<file path="src/rtl/io_pkg.sv">
// Shared defaults and types for the processor output-port path.
package io_pkg;

    localparam int OUT_WORD_W     = 16;
    localparam int OUT_FIFO_DEPTH = 4;

    typedef logic [OUT_WORD_W-1:0] out_word_t;

    // The occupancy counter must represent 0..depth inclusive, hence the extra bit.
    function automatic int cnt_w(input int depth);
        return $clog2(depth) + 1;
    endfunction

endpackage

</file>
<file path="src/rtl/fifo_mem_2p.sv">
// DEPTH x WIDTH register array: synchronous write port, combinational read port.
module fifo_mem_2p
    import io_pkg::*;
#(
    parameter int WIDTH = OUT_WORD_W,
    parameter int DEPTH = OUT_FIFO_DEPTH,
    parameter int AW    = $clog2(DEPTH)
) (
    input  logic             CLK,
    input  logic             we,
    input  logic [AW-1:0]    waddr,
    input  logic [WIDTH-1:0] wdata,
    input  logic [AW-1:0]    raddr,
    output logic [WIDTH-1:0] rdata
);

    logic [WIDTH-1:0] mem_r [DEPTH];

    // Storage write; contents need no reset.
    always_ff @(posedge CLK) begin
        if (we) begin
            mem_r[waddr] <= wdata;
        end
    end

    assign rdata = mem_r[raddr];

endmodule

</file>
<file path="src/rtl/out_port_fifo.sv">
// First-word-fall-through buffer behind the processor output register.
// Optional duplicate-push filter enabled by defining OUT_FIFO_DUP_FILTER_EN.
module out_port_fifo
    import io_pkg::*;
#(
    parameter int WIDTH = OUT_WORD_W,
    parameter int DEPTH = OUT_FIFO_DEPTH,
    parameter int CNT_W = cnt_w(DEPTH)
) (
    input  logic             CLK,
    input  logic             reset,
    input  logic             wr_en,
    input  logic [WIDTH-1:0] wr_data,
    output logic             full,
    output logic             rd_valid,
    input  logic             rd_ready,
    output logic [WIDTH-1:0] rd_data,
    output logic [CNT_W-1:0] count,
    output logic             overflow
);

    localparam int               PTR_W    = $clog2(DEPTH);
    localparam logic [PTR_W-1:0] PTR_ONE  = PTR_W'(1'b1);
    localparam logic [CNT_W-1:0] CNT_ONE  = CNT_W'(1'b1);
    localparam logic [CNT_W-1:0] CNT_FULL = CNT_W'(DEPTH);

    logic [PTR_W-1:0] wptr_r;
    logic [PTR_W-1:0] rptr_r;
    logic [CNT_W-1:0] count_r;
    logic             overflow_r;
    logic [WIDTH-1:0] mem_rdata_s;
    logic             push_try_s;
    logic             pop_s;
    logic             push_ok_s;
    logic             drop_s;
    logic             full_s;
    logic             valid_s;

    // Flags come only from the registered count, so inputs never reach the read side.
    assign full_s   = (count_r == CNT_FULL);
    assign valid_s  = (count_r != {CNT_W{1'b0}});
    assign full     = full_s;
    assign rd_valid = valid_s;
    assign count    = count_r;
    assign overflow = overflow_r;
    assign rd_data  = valid_s ? mem_rdata_s : {WIDTH{1'b0}};

`ifdef OUT_FIFO_DUP_FILTER_EN
    logic [WIDTH-1:0] last_word_r;
    logic             last_vld_r;

    // A repeat of the last accepted word is discarded before it can count as a push.
    always_comb begin
        push_try_s = wr_en;
        if (last_vld_r && (wr_data == last_word_r)) begin
            push_try_s = 1'b0;
        end else begin
            push_try_s = wr_en;
        end
    end

    // Remember the most recently accepted word.
    always_ff @(posedge CLK) begin
        if (reset) begin
            last_word_r <= {WIDTH{1'b0}};
            last_vld_r  <= 1'b0;
        end else if (push_ok_s) begin
            last_word_r <= wr_data;
            last_vld_r  <= 1'b1;
        end
    end
`else
    assign push_try_s = wr_en;
`endif

    // A pop frees a slot on the same edge, so a push into a full FIFO can still land.
    always_comb begin
        pop_s     = valid_s & rd_ready;
        push_ok_s = push_try_s & (~full_s | pop_s);
        drop_s    = push_try_s & full_s & ~pop_s;
    end

    // Pointers, occupancy and sticky overflow.
    always_ff @(posedge CLK) begin
        if (reset) begin
            wptr_r     <= {PTR_W{1'b0}};
            rptr_r     <= {PTR_W{1'b0}};
            count_r    <= {CNT_W{1'b0}};
            overflow_r <= 1'b0;
        end else begin
            if (push_ok_s) begin
                wptr_r <= wptr_r + PTR_ONE;
            end
            if (pop_s) begin
                rptr_r <= rptr_r + PTR_ONE;
            end
            case ({push_ok_s, pop_s})
                2'b10:   count_r <= count_r + CNT_ONE;
                2'b01:   count_r <= count_r - CNT_ONE;
                default: count_r <= count_r;
            endcase
            if (drop_s) begin
                overflow_r <= 1'b1;
            end
        end
    end

    fifo_mem_2p #(
        .WIDTH (WIDTH),
        .DEPTH (DEPTH),
        .AW    (PTR_W)
    ) u_mem (
        .CLK   (CLK),
        .we    (push_ok_s & ~reset),
        .waddr (wptr_r),
        .wdata (wr_data),
        .raddr (rptr_r),
        .rdata (mem_rdata_s)
    );

endmodule

</file>
<file path="config.mk">
export PLATFORM = sky130hd
export DESIGN_NAME = out_port_fifo
export DESIGN_NICKNAME = d
export VERILOG_FILES = /design/src/rtl/io_pkg.sv /design/src/rtl/fifo_mem_2p.sv /design/src/rtl/out_port_fifo.sv
export SDC_FILE = /design/constraint.sdc
export NUM_CORES = 1
export LEC_CHECK = 0
export ABC_AREA = 0
export BUFFER_PORTS_ARGS = -buffer_cell sky130_fd_sc_hd__buf_4
export CAP_MARGIN = 5
export CORE_AREA = 2 2 81 83
export CTS_CLUSTER_DIAMETER = 100
export DETAILED_ROUTE_END_ITERATION = 16
export DIE_AREA = 0 0 83 85
export PLACE_DENSITY = 0.72
export SKIP_LAST_GASP = 1
export SLEW_MARGIN = 20
export SYNTH_ARGS = -nofsm -noshare
export SYNTH_HDL_FRONTEND = slang
export SYNTH_SLANG_ARGS = --single-unit
</file>
<file path="constraint.sdc">
create_clock -name CLK -period 4.4 [get_ports CLK]
set_input_delay 0.88 -clock CLK [delete_from_list [all_inputs] [get_ports CLK]]
set_output_delay 0.88 -clock CLK [all_outputs]
set_load 0.02 [all_outputs]
</file>
Yosys cells after proc, flatten, opt, wreduce, memory -nomap -nowiden
Memories as Yosys holds them, arrays and structs flattened. A register that Yosys moved wholly into a read port is not among the register bits.
Index checks and enable logic that the tools add are counted.
{"block": "classes", "addsub": 4, "mul": 0, "n_div": 0, "order_cmp": 0, "n_eq_ne": 3, "shift": 0, "muxes": 6, "bitwise": 9, "reduce_logical": 2}
{"cell": "$mux 16", "n": 1}
{"cell": "$pmux 3 s2", "n": 1}
{"cell": "$and 1x1->1", "n": 5}
{"cell": "$add 2x1->2 const B", "n": 2}
{"cell": "$mux 2", "n": 2}
{"cell": "$add 3x1->3 const B", "n": 1}
{"cell": "$eq 3x3->1 const B", "n": 1}
{"cell": "$not 1->1", "n": 3}
{"cell": "$reduce_bool 3->1", "n": 1}
{"cell": "$sub 3x1->3 const B", "n": 1}
{"cell": "$eq 2x1->1 const B", "n": 1}
{"cell": "$eq 2x2->1 const B", "n": 1}
{"cell": "$mux 1", "n": 2}
{"cell": "$reduce_bool 2->1", "n": 1}
{"cell": "$or 1x1->1", "n": 1}
{"block": "word_totals", "register_bits": 8, "latchBits": 0, "mem_bits_rw": 64, "romBits": 0, "inputBits": 20, "elab_cells": 29, "n_memories": 1}
{"memory": "u_mem.mem_r", "words": 4, "word_bits": 16, "read_ports": 1, "rd_ports_with_merged_regs": 1, "wr": 1, "line": "fifo_mem_2p.sv:17", "source": "logic [WIDTH-1:0] mem_r [DEPTH];"}

Longest topological paths before layout
Gate-level depths: netlist of run 1.
{"block": "logic_depth", "depth_word": 7, "mapped_depth": 9, "depth_no_buf": 9}

By module
A second synthesis of run 1 with hierarchy kept.
{"block": "unflattened", "hier_cells": 163, "hier_area_um2": 3002.9}
{"module": "fifo_mem_2p", "n_inst": 1, "cells_each": 88, "area_each_um2": 2377.3, "seq_area_each_um2": 1921.8}
{"module": "out_port_fifo", "n_inst": 1, "cells_each": 75, "area_each_um2": 625.6, "seq_area_each_um2": 160.2}

Least setup slack after synthesis of run 1
Ideal clock, no wire load.
{"block": "synth_path", "path_kind": "input to register", "start": "input rd_ready", "end": "memory u_mem.mem_r[0][0] in the netlist's numbering, enable pin", "setup_time_ps": 413, "t_arrival_ps": 2486, "path_slack_ps": 1502, "cell_stages": 4, "n_path_buf": 0, "cell_sequence": "inv_1 a21boi_2 inv_2 nor3b_1"}
{"block": "synth_between", "elab_chain_cells": 6}
{"element": "from (decl)", "line": "out_port_fifo.sv:16", "source": "input logic rd_ready,"}
{"element": "$and 1x1->1", "line": "out_port_fifo.sv:78", "source": "pop_s = valid_s & rd_ready;"}
{"element": "$or 1x1->1", "line": "out_port_fifo.sv:79", "source": "push_ok_s = push_try_s & (~full_s | pop_s);"}
{"element": "$and 1x1->1", "line": "out_port_fifo.sv:79"}
{"element": "$and 1x1->1", "line": "out_port_fifo.sv:114", "source": ".we (push_ok_s & ~reset),"}
{"element": "$mux 1", "line": "fifo_mem_2p.sv:21", "source": "if (we) begin"}
{"element": "$mux 1 (not written as such)", "line": "fifo_mem_2p.sv:22", "source": "mem_r[waddr] <= wdata;"}
{"element": "to (decl)", "line": "fifo_mem_2p.sv:17"}
Every way passes these cells.

==> flow_metrics.env, run 1 <==
export IMPL_status="finished, final reports clean"
export IMPL_ys_seq_area_share_pct=71.2
export IMPL_htreeDepth=3
export IMPL_drtPass1Iterations=5
export IMPL_power_leakage_uw=0.00127
export IMPL_post_route_period_util_pct=71.1
export IMPL_wirelength_mm=4.87
export IMPL_overflow=0
export IMPL_clock_skew_ns=0.00642
export IMPL_netlist_area_sq_um=2980
export IMPL_ys_types=29
export IMPL_whs_ns=0.488
export IMPL_stdcell_count=293
export IMPL_syn_instance_count=160
export IMPL_io_pins=42
export IMPL_synthToLayoutAreaGrowth_pct=20.2
export IMPL_mostFrequentLayoutCells="edfxtp_1 (64), buf_4 (47), mux4_2 (16)"
export IMPL_initial_core_util_pct=48.0
export IMPL_cp_start_kind="register"
export IMPL_diodes=0
export IMPL_finalSetupTns_ns=0
export IMPL_worstPathArrival_ns=2.25
export IMPL_hold_class="register to register"
export IMPL_rrSetupSlack_ns=2.13
export IMPL_grt_start_max_net_pins=23
export IMPL_drtIter0Drc=134
export IMPL_chipWidth_microns=83
export IMPL_cts_tree="built"
export IMPL_hold_violations=0
export IMPL_gp_congestion=0.729
export IMPL_drv_slew=0
export IMPL_place_area_sq_um=3400
export IMPL_synth_edf_count=64
export IMPL_drive_above_1_share_pct=40.7
export IMPL_ctsHoldBuffers=0
export IMPL_reg2reg_from="count[2]"
export IMPL_place_hpwl_mm=3.10
export IMPL_grt_pass1_wl_mm=7.99
export IMPL_die_area_sq_um=7060
export IMPL_vias_per_cell=5.19
export IMPL_finalNetCount=237
export IMPL_synthArstFlopShare_pct=0
export IMPL_portBuffers=41
export IMPL_antenna_found_initial=0
export IMPL_core_area_sq_um=6200
export IMPL_p_seq_share_pct=42.4
export IMPL_pwr_share_clk_pct=23.5
export IMPL_cts_path_max_buffers=2
export IMPL_fill_cells=489
export IMPL_clk_latency_ns=0.32
export IMPL_grt_pass1_vias=1596
export IMPL_criticalPathCategory="register to output pin"
export IMPL_cp_required_ns=3.52
export IMPL_final_core_util_pct=57.7
export IMPL_peakVddDrop_mv=0.392
export IMPL_comb_power_share_pct=34.2
export IMPL_swShare_pct=32.1
export IMPL_path_clk_slew_ns=0.07
export IMPL_placed_cells=277
export IMPL_switchingPower_uw=658
export IMPL_syn_num_nets=186
export IMPL_track_usage_pct=15.1
export IMPL_end_kind="output pin"
export IMPL_synth_flop_cell="edfxtp_1"
export IMPL_p_per_area_nw_per_um2=572
export IMPL_yosys_warnings=0
export IMPL_cts_resized=0
export IMPL_fin_crit_ns=3.13
export IMPL_path_max_fanout=12
export IMPL_vias=1522
export IMPL_clockRootBuffer="clkbuf_8"
export IMPL_die_h_microns=85
export IMPL_ant_nets=0
export IMPL_drc_errors=0
export IMPL_ys_seq_elements=74
export IMPL_wl_per_cell_microns=16.6
export IMPL_syn_area_per_cell_sq_um=18.6
export IMPL_final_cell_area_sq_um=3580
export IMPL_numCtsBuffers=9
export IMPL_slew_headroom_pct=49.2
export IMPL_rsz0062_at_grt="no"
export IMPL_clkSinkCount=74
export IMPL_internal_power_uw=1390
export IMPL_rows=29
export IMPL_hold_start="overflow"
export IMPL_post_cts_buffers=0
export IMPL_final_common_cell="edfxtp_1"
export IMPL_fmax_ghz=0.320
export IMPL_drv_cap=0
export IMPL_finalSetupViolCount=0
export IMPL_worst_pin_slew_ns=0.761
==> power groups by stage <==
stage | Clock, uW | Sequential (uW) | Combinational, uW
2_1_floorplan | 0 | 864 | 481
3_3_place_gp | 0 | 885 | 697
3_5_place_dp | 0 | 885 | 711
4_1_cts | 491 | 871 | 713
5_1_grt | 521 | 878 | 761
6_report | 481 | 868 | 700
==> area by class of cell <==
class | instances | area (sq um) | share of cell area [%]
Clock buffer | 9 | 124 | 3.46
Inverter | 8 | 30.0 | 0.839
Clock inverter | 7 | 60.1 | 1.68
Sequential cell | 74 | 2120 | 59.3
Multi-Input combinational cell | 71 | 796 | 22.2
Tap cell | 77 | 96.3 | 2.69
Timing Repair Buffer | 47 | 353 | 9.85
==> through the flow <==
step / total power [uW] / worst slack, ns
finish: 2050 / 1.27
global route: 2160 / 1.08
CTS: 2080 / 1.17
detailed placement: 1600 / 1.53
global placement: 1580 / 1.52
floorplan: 1340 / 1.50
==> final timing paths <==
path / to / cells past startpoint
worst min register to register: overflow / 2
worst min-delay path: overflow / 2
worst max-delay path: rd_data[0] / 4
worst max register to register: count[2] / 9
==> Yosys cell counts (all sizes together) (2+ instances only) <==
| cell | count | area (sq um) |
|---|---|---|
| edfxtp | 64 | 1920 |
| mux4 | 16 | 360 |
| clkbuf | 2 | 7.51 |
| a21oi | 5 | 25.0 |
| o21ai | 3 | 15.0 |
| inv | 8 | 30.0 |
| or3 | 3 | 18.8 |
| nor2b | 16 | 123 |
| nor2 | 7 | 26.3 |
| buf | 5 | 48.8 |
| xor2 | 2 | 17.5 |
| ha | 5 | 62.6 |
| dfxtp | 10 | 200 |
| nand2b | 2 | 12.5 |
| nor3b | 5 | 42.5 |
==> cells by family (layout without fill, tap and decap cells) <==
| family | count (synthesis) | in the layout | share of synthesized area (%) |
|---|---|---|---|
| buffers and inverters | 15 | 71 | 2.90 |
| xor gates and xnor gates | 2 | 2 | 0.588 |
| DFF | 74 | 74 | 71.2 |
| muxes | 18 | 18 | 12.8 |
| and+or+nand+nor | 35 | 35 | 7.77 |
| adders and majority gates | 6 | 6 | 2.77 |
| AOI/OAI and AO/OA | 10 | 10 | 1.93 |
==> flip-flops by register name, indices dropped and copies added (netlist names), named ones only <==
name	flops
rptr_r	2
count	3
overflow	1
u_mem.mem_r	64
wptr_r	2
==> worst max-delay path: stages (launching register included) <==
cell	delay, ns
dfxtp_1	0.81
buf_4	0.29
mux4_2	0.51
nor2b_1	0.15
buf_4	0.16
==> routing by layer <==
| metal | up-vias | GRT usage [%] | part of all wire [%] |
|---|---|---|---|
| met5 | - | 0 | 0 |
| met4 | 0 | 8.49 | 2.1 |
| met3 | 10 | 3.40 | 3.9 |
| met2 | 41 | 25.3 | 52 |
| met1 | 762 | 18.3 | 42 |
| li1 | 709 | - | - |
No activity file was read; power rests on OpenSTA's default activity.
==> run 2: changes to the inputs <==
--- a/config.mk
+++ b/config.mk
@@ -5,14 +5,14 @@
 export SDC_FILE = /design/constraint.sdc
 export NUM_CORES = 1
 export LEC_CHECK = 0
-export ABC_AREA = 0
+export ABC_AREA = 1
 export BUFFER_PORTS_ARGS = -buffer_cell sky130_fd_sc_hd__buf_4
 export CAP_MARGIN = 5
-export CORE_AREA = 2 2 81 83
+export CORE_AREA = 2 2 82 84
 export CTS_CLUSTER_DIAMETER = 100
 export DETAILED_ROUTE_END_ITERATION = 16
-export DIE_AREA = 0 0 83 85
-export PLACE_DENSITY = 0.72
+export DIE_AREA = 0 0 84 86
+export PLACE_DENSITY = 0.75
 export SKIP_LAST_GASP = 1
 export SLEW_MARGIN = 20
 export SYNTH_ARGS = -nofsm -noshare
==> constraint.sdc (replaced) <==
create_clock -name CLK -period 2.7 [get_ports CLK]
set_input_delay 0.54 -clock CLK [delete_from_list [all_inputs] [get_ports CLK]]
set_output_delay 0.54 -clock CLK [all_outputs]
set_load 0.02 [all_outputs]
==> flow_metrics.env, run 2 <==
export IMPL_finalSetupTns_ns=0
export IMPL_cpPeakStageDelay_ns=0.48
export IMPL_pwr_share_clk_pct=30.5
export IMPL_path_max_fanout=16
export IMPL_ys_seq_area_share_pct=68.5
export IMPL_synth_top_family_by_area="simple AND/OR/NAND/NOR gates"
export IMPL_vias_per_cell=5.03
export IMPL_ys_types=24
export IMPL_core_area_sq_um=6280
export IMPL_worstRegToRegCells=12
export IMPL_cts_resized=0
export IMPL_cp_start_kind="register"
export IMPL_end_kind="output pin"
export IMPL_drc_errors=0
export IMPL_hold_violations=0
export IMPL_p_per_area_nw_per_um2=985
export IMPL_synth_top_cells_by_area="edfxtp_1 (62%), nor2_1 (9.1%), dfxtp_1 (6.5%)"
export IMPL_hold_class="primary input to register"
export IMPL_synth_top_area_cell="edfxtp_1"
export IMPL_chipWidth_microns=84
export IMPL_diodes=0
export IMPL_post_route_period_util_pct=83.6
export IMPL_grt_pass1_wl_mm=9.63
export IMPL_crit_slowest_cell="dfxtp_1"
export IMPL_whs_ns=0.357
export IMPL_p_seq_share_pct=37.5
export IMPL_hold_path_end="overflow"
export IMPL_track_usage_pct=17.6
export IMPL_numCtsBuffers=9
export IMPL_worst_pin_slew_ns=0.377
export IMPL_synthSimpleGateAreaFrac_pct=13.1
export IMPL_cts_tree="built"
export IMPL_peakVddDrop_mv=0.568
export IMPL_drive_above_1_share_pct=23.2
export IMPL_clock_skew_ns=0.0120
export IMPL_reg2reg_from="count[1]"
export IMPL_r2r_end="count[2]"
export IMPL_seqCellArea_sq_um=2120
export IMPL_grt_start_max_net_pins=33
export IMPL_clkSinkCount=74
export IMPL_gp_congestion=0.839
export IMPL_place_area_sq_um=3450
export IMPL_finalNetCount=344
export IMPL_mostFrequentLayoutCells="nor2_1 (75), edfxtp_1 (64), buf_4 (50)"
export IMPL_wl_per_cell_microns=14.6
export IMPL_fin_crit_ns=2.26
export IMPL_synthToLayoutAreaGrowth_pct=20.0
export IMPL_grt_pass1_vias=2067
export IMPL_synth_edf_count=64
export IMPL_syn_instance_count=268
export IMPL_power_leakage_uw=0.00144
export IMPL_place_hpwl_mm=3.61
export IMPL_final_cell_area_sq_um=3720
export IMPL_slew_headroom_pct=74.9
export IMPL_multi_input_area_sq_um=773
export IMPL_final_common_cell="nor2_1"
export IMPL_drtIter0Drc=137
export IMPL_hold_start="reset"
export IMPL_synth_fa_ha_area_share_pct=2.66
export IMPL_rsz0062_at_grt="no"
export IMPL_synth_most_common_cell="nor2_1"
export IMPL_synth_top_cells_by_count="nor2_1 (75), edfxtp_1 (64), o21ai_1 (30)"
export IMPL_die_h_microns=86
export IMPL_wirelength_mm=5.85
export IMPL_ys_seq_elements=74
export IMPL_clk_latency_ns=0.35
export IMPL_cts_path_max_buffers=2
export IMPL_swShare_pct=32.9
export IMPL_clockRootBuffer="clkbuf_8"
export IMPL_portBuffers=41
export IMPL_cp_cell_sequence="buf_4, nor2_1, nor2_1, o21ai_1, a21oi_1, buf_4"
export IMPL_yosys_warnings=0
export IMPL_antenna_found_initial=0
export IMPL_regMostFlops="u_mem.mem_r"
export IMPL_muxShareOfSynthArea_pct=0
export IMPL_netlist_area_sq_um=3100
export IMPL_syn_num_nets=294
export IMPL_criticalPathCategory="register to output pin"
export IMPL_status="finished, final reports clean"
export IMPL_worstPathArrival_ns=1.72
export IMPL_fmax_ghz=0.443
export IMPL_largest_register_ff_count=64
export IMPL_setup_ws_ns=0.442
export IMPL_synth_compound_area_share_pct=9.16
export IMPL_finalSetupViolCount=0
export IMPL_switchingPower_uw=1210
export IMPL_cp_required_ns=2.16
export IMPL_synth_flop_cell="edfxtp_1"
export IMPL_dpl_worst_slack_ns=0.666
export IMPL_io_pins=42
export IMPL_ctsHoldBuffers=0
export IMPL_path_clk_slew_ns=0.08
export IMPL_drv_cap=0
export IMPL_yosysTopAreaCellShare_pct=62.0
export IMPL_initial_core_util_pct=49.4
export IMPL_rrSetupSlack_ns=0.86
export IMPL_htreeDepth=3
export IMPL_die_area_sq_um=7220
export IMPL_comb_power_share_pct=32.1
export IMPL_hold_depth=2
export IMPL_synth_xor_area_share_pct=0
export IMPL_drtPass1Iterations=4
export IMPL_overflow=0
export IMPL_syn_area_per_cell_sq_um=11.6
export IMPL_post_cts_buffers=0
export IMPL_synthArstFlopShare_pct=0
export IMPL_final_core_util_pct=59.3
export IMPL_internal_power_uw=2460
export IMPL_ant_nets=0
export IMPL_fill_cells=504
export IMPL_drv_slew=0
export IMPL_rows=29
export IMPL_vias=2011
run 2: cell count changes after synthesis, sizes merged, moves of 7 or more:
cell,previous run,this run
nor2b,16,0
o21ai,3,34
nand3,0,7
mux4,16,0
inv,8,22
nand2,1,14
a21oi,5,22
nor2,7,76
run 2: cell type report:
cell class	count	area share, %
sequential	74	57.0
clock inverter	6	3.70
inverter	22	2.35
timing repair buffer	50	10.1
clock buffer	10	3.43
tap	77	2.59
multi-input combinational	161	20.8
run 2: per-layer routing:
metal / share of wire (%) / global-route usage, % / wire length, microns
met5: 0 / 0 / 0
met4: 2.2 / 9.68 / 129
met3: 5.2 / 2.98 / 302
met2: 51 / 31.3 / 2960
met1: 42 / 20.3 / 2460
run 2: logic make-up (layout without fill, tap and decap cells):
group                      count (synthesis)  in the layout
DFF                                       74             74
adders and majority gates                  6              6
buffers and inverters                     33             88
AOI/OAI and AO/OA                         56             56
and+or+nand+nor                           99             99
run 2: how the worst max path moves through the flow:
stage,startpoint,to,depth (start not counted)
floorplan,count[1],u_mem.mem_r[0][0],4
global placement,rd_ready,count[2],13
detailed placement,rd_ready,count[2],13
CTS,register,rd_data[10],6
global route,register,rd_data[1],6
finish,register,rd_data[10],6
run 2: power groups by stage:
| stage | logic, uW | registers, uW | clock network [uW] |
|---|---|---|---|
| detailed placement | 1180 | 1400 | 0 |
| finish | 1180 | 1370 | 1120 |
| floorplan | 803 | 1410 | 0 |
| CTS | 1190 | 1370 | 1130 |
| global route | 1290 | 1380 | 1180 |
| global placement | 1160 | 1400 | 0 |
run 2: critical path, delay by kind of cell (launching register included):
kind | cells | cell delay (ns)
and+or+nand+nor | 2 | 0.17
DFF | 1 | 0.48
AOI/OAI and AO/OA | 2 | 0.27
buffers and inverters | 2 | 0.46
run 2: per-stage QoR:
stage	instances	power (uW)
after floorplan	268	2210
after global placement	384	2560
after detailed placement	384	2580
after CTS	400	3690
after global routing	400	3850
final	400	3670
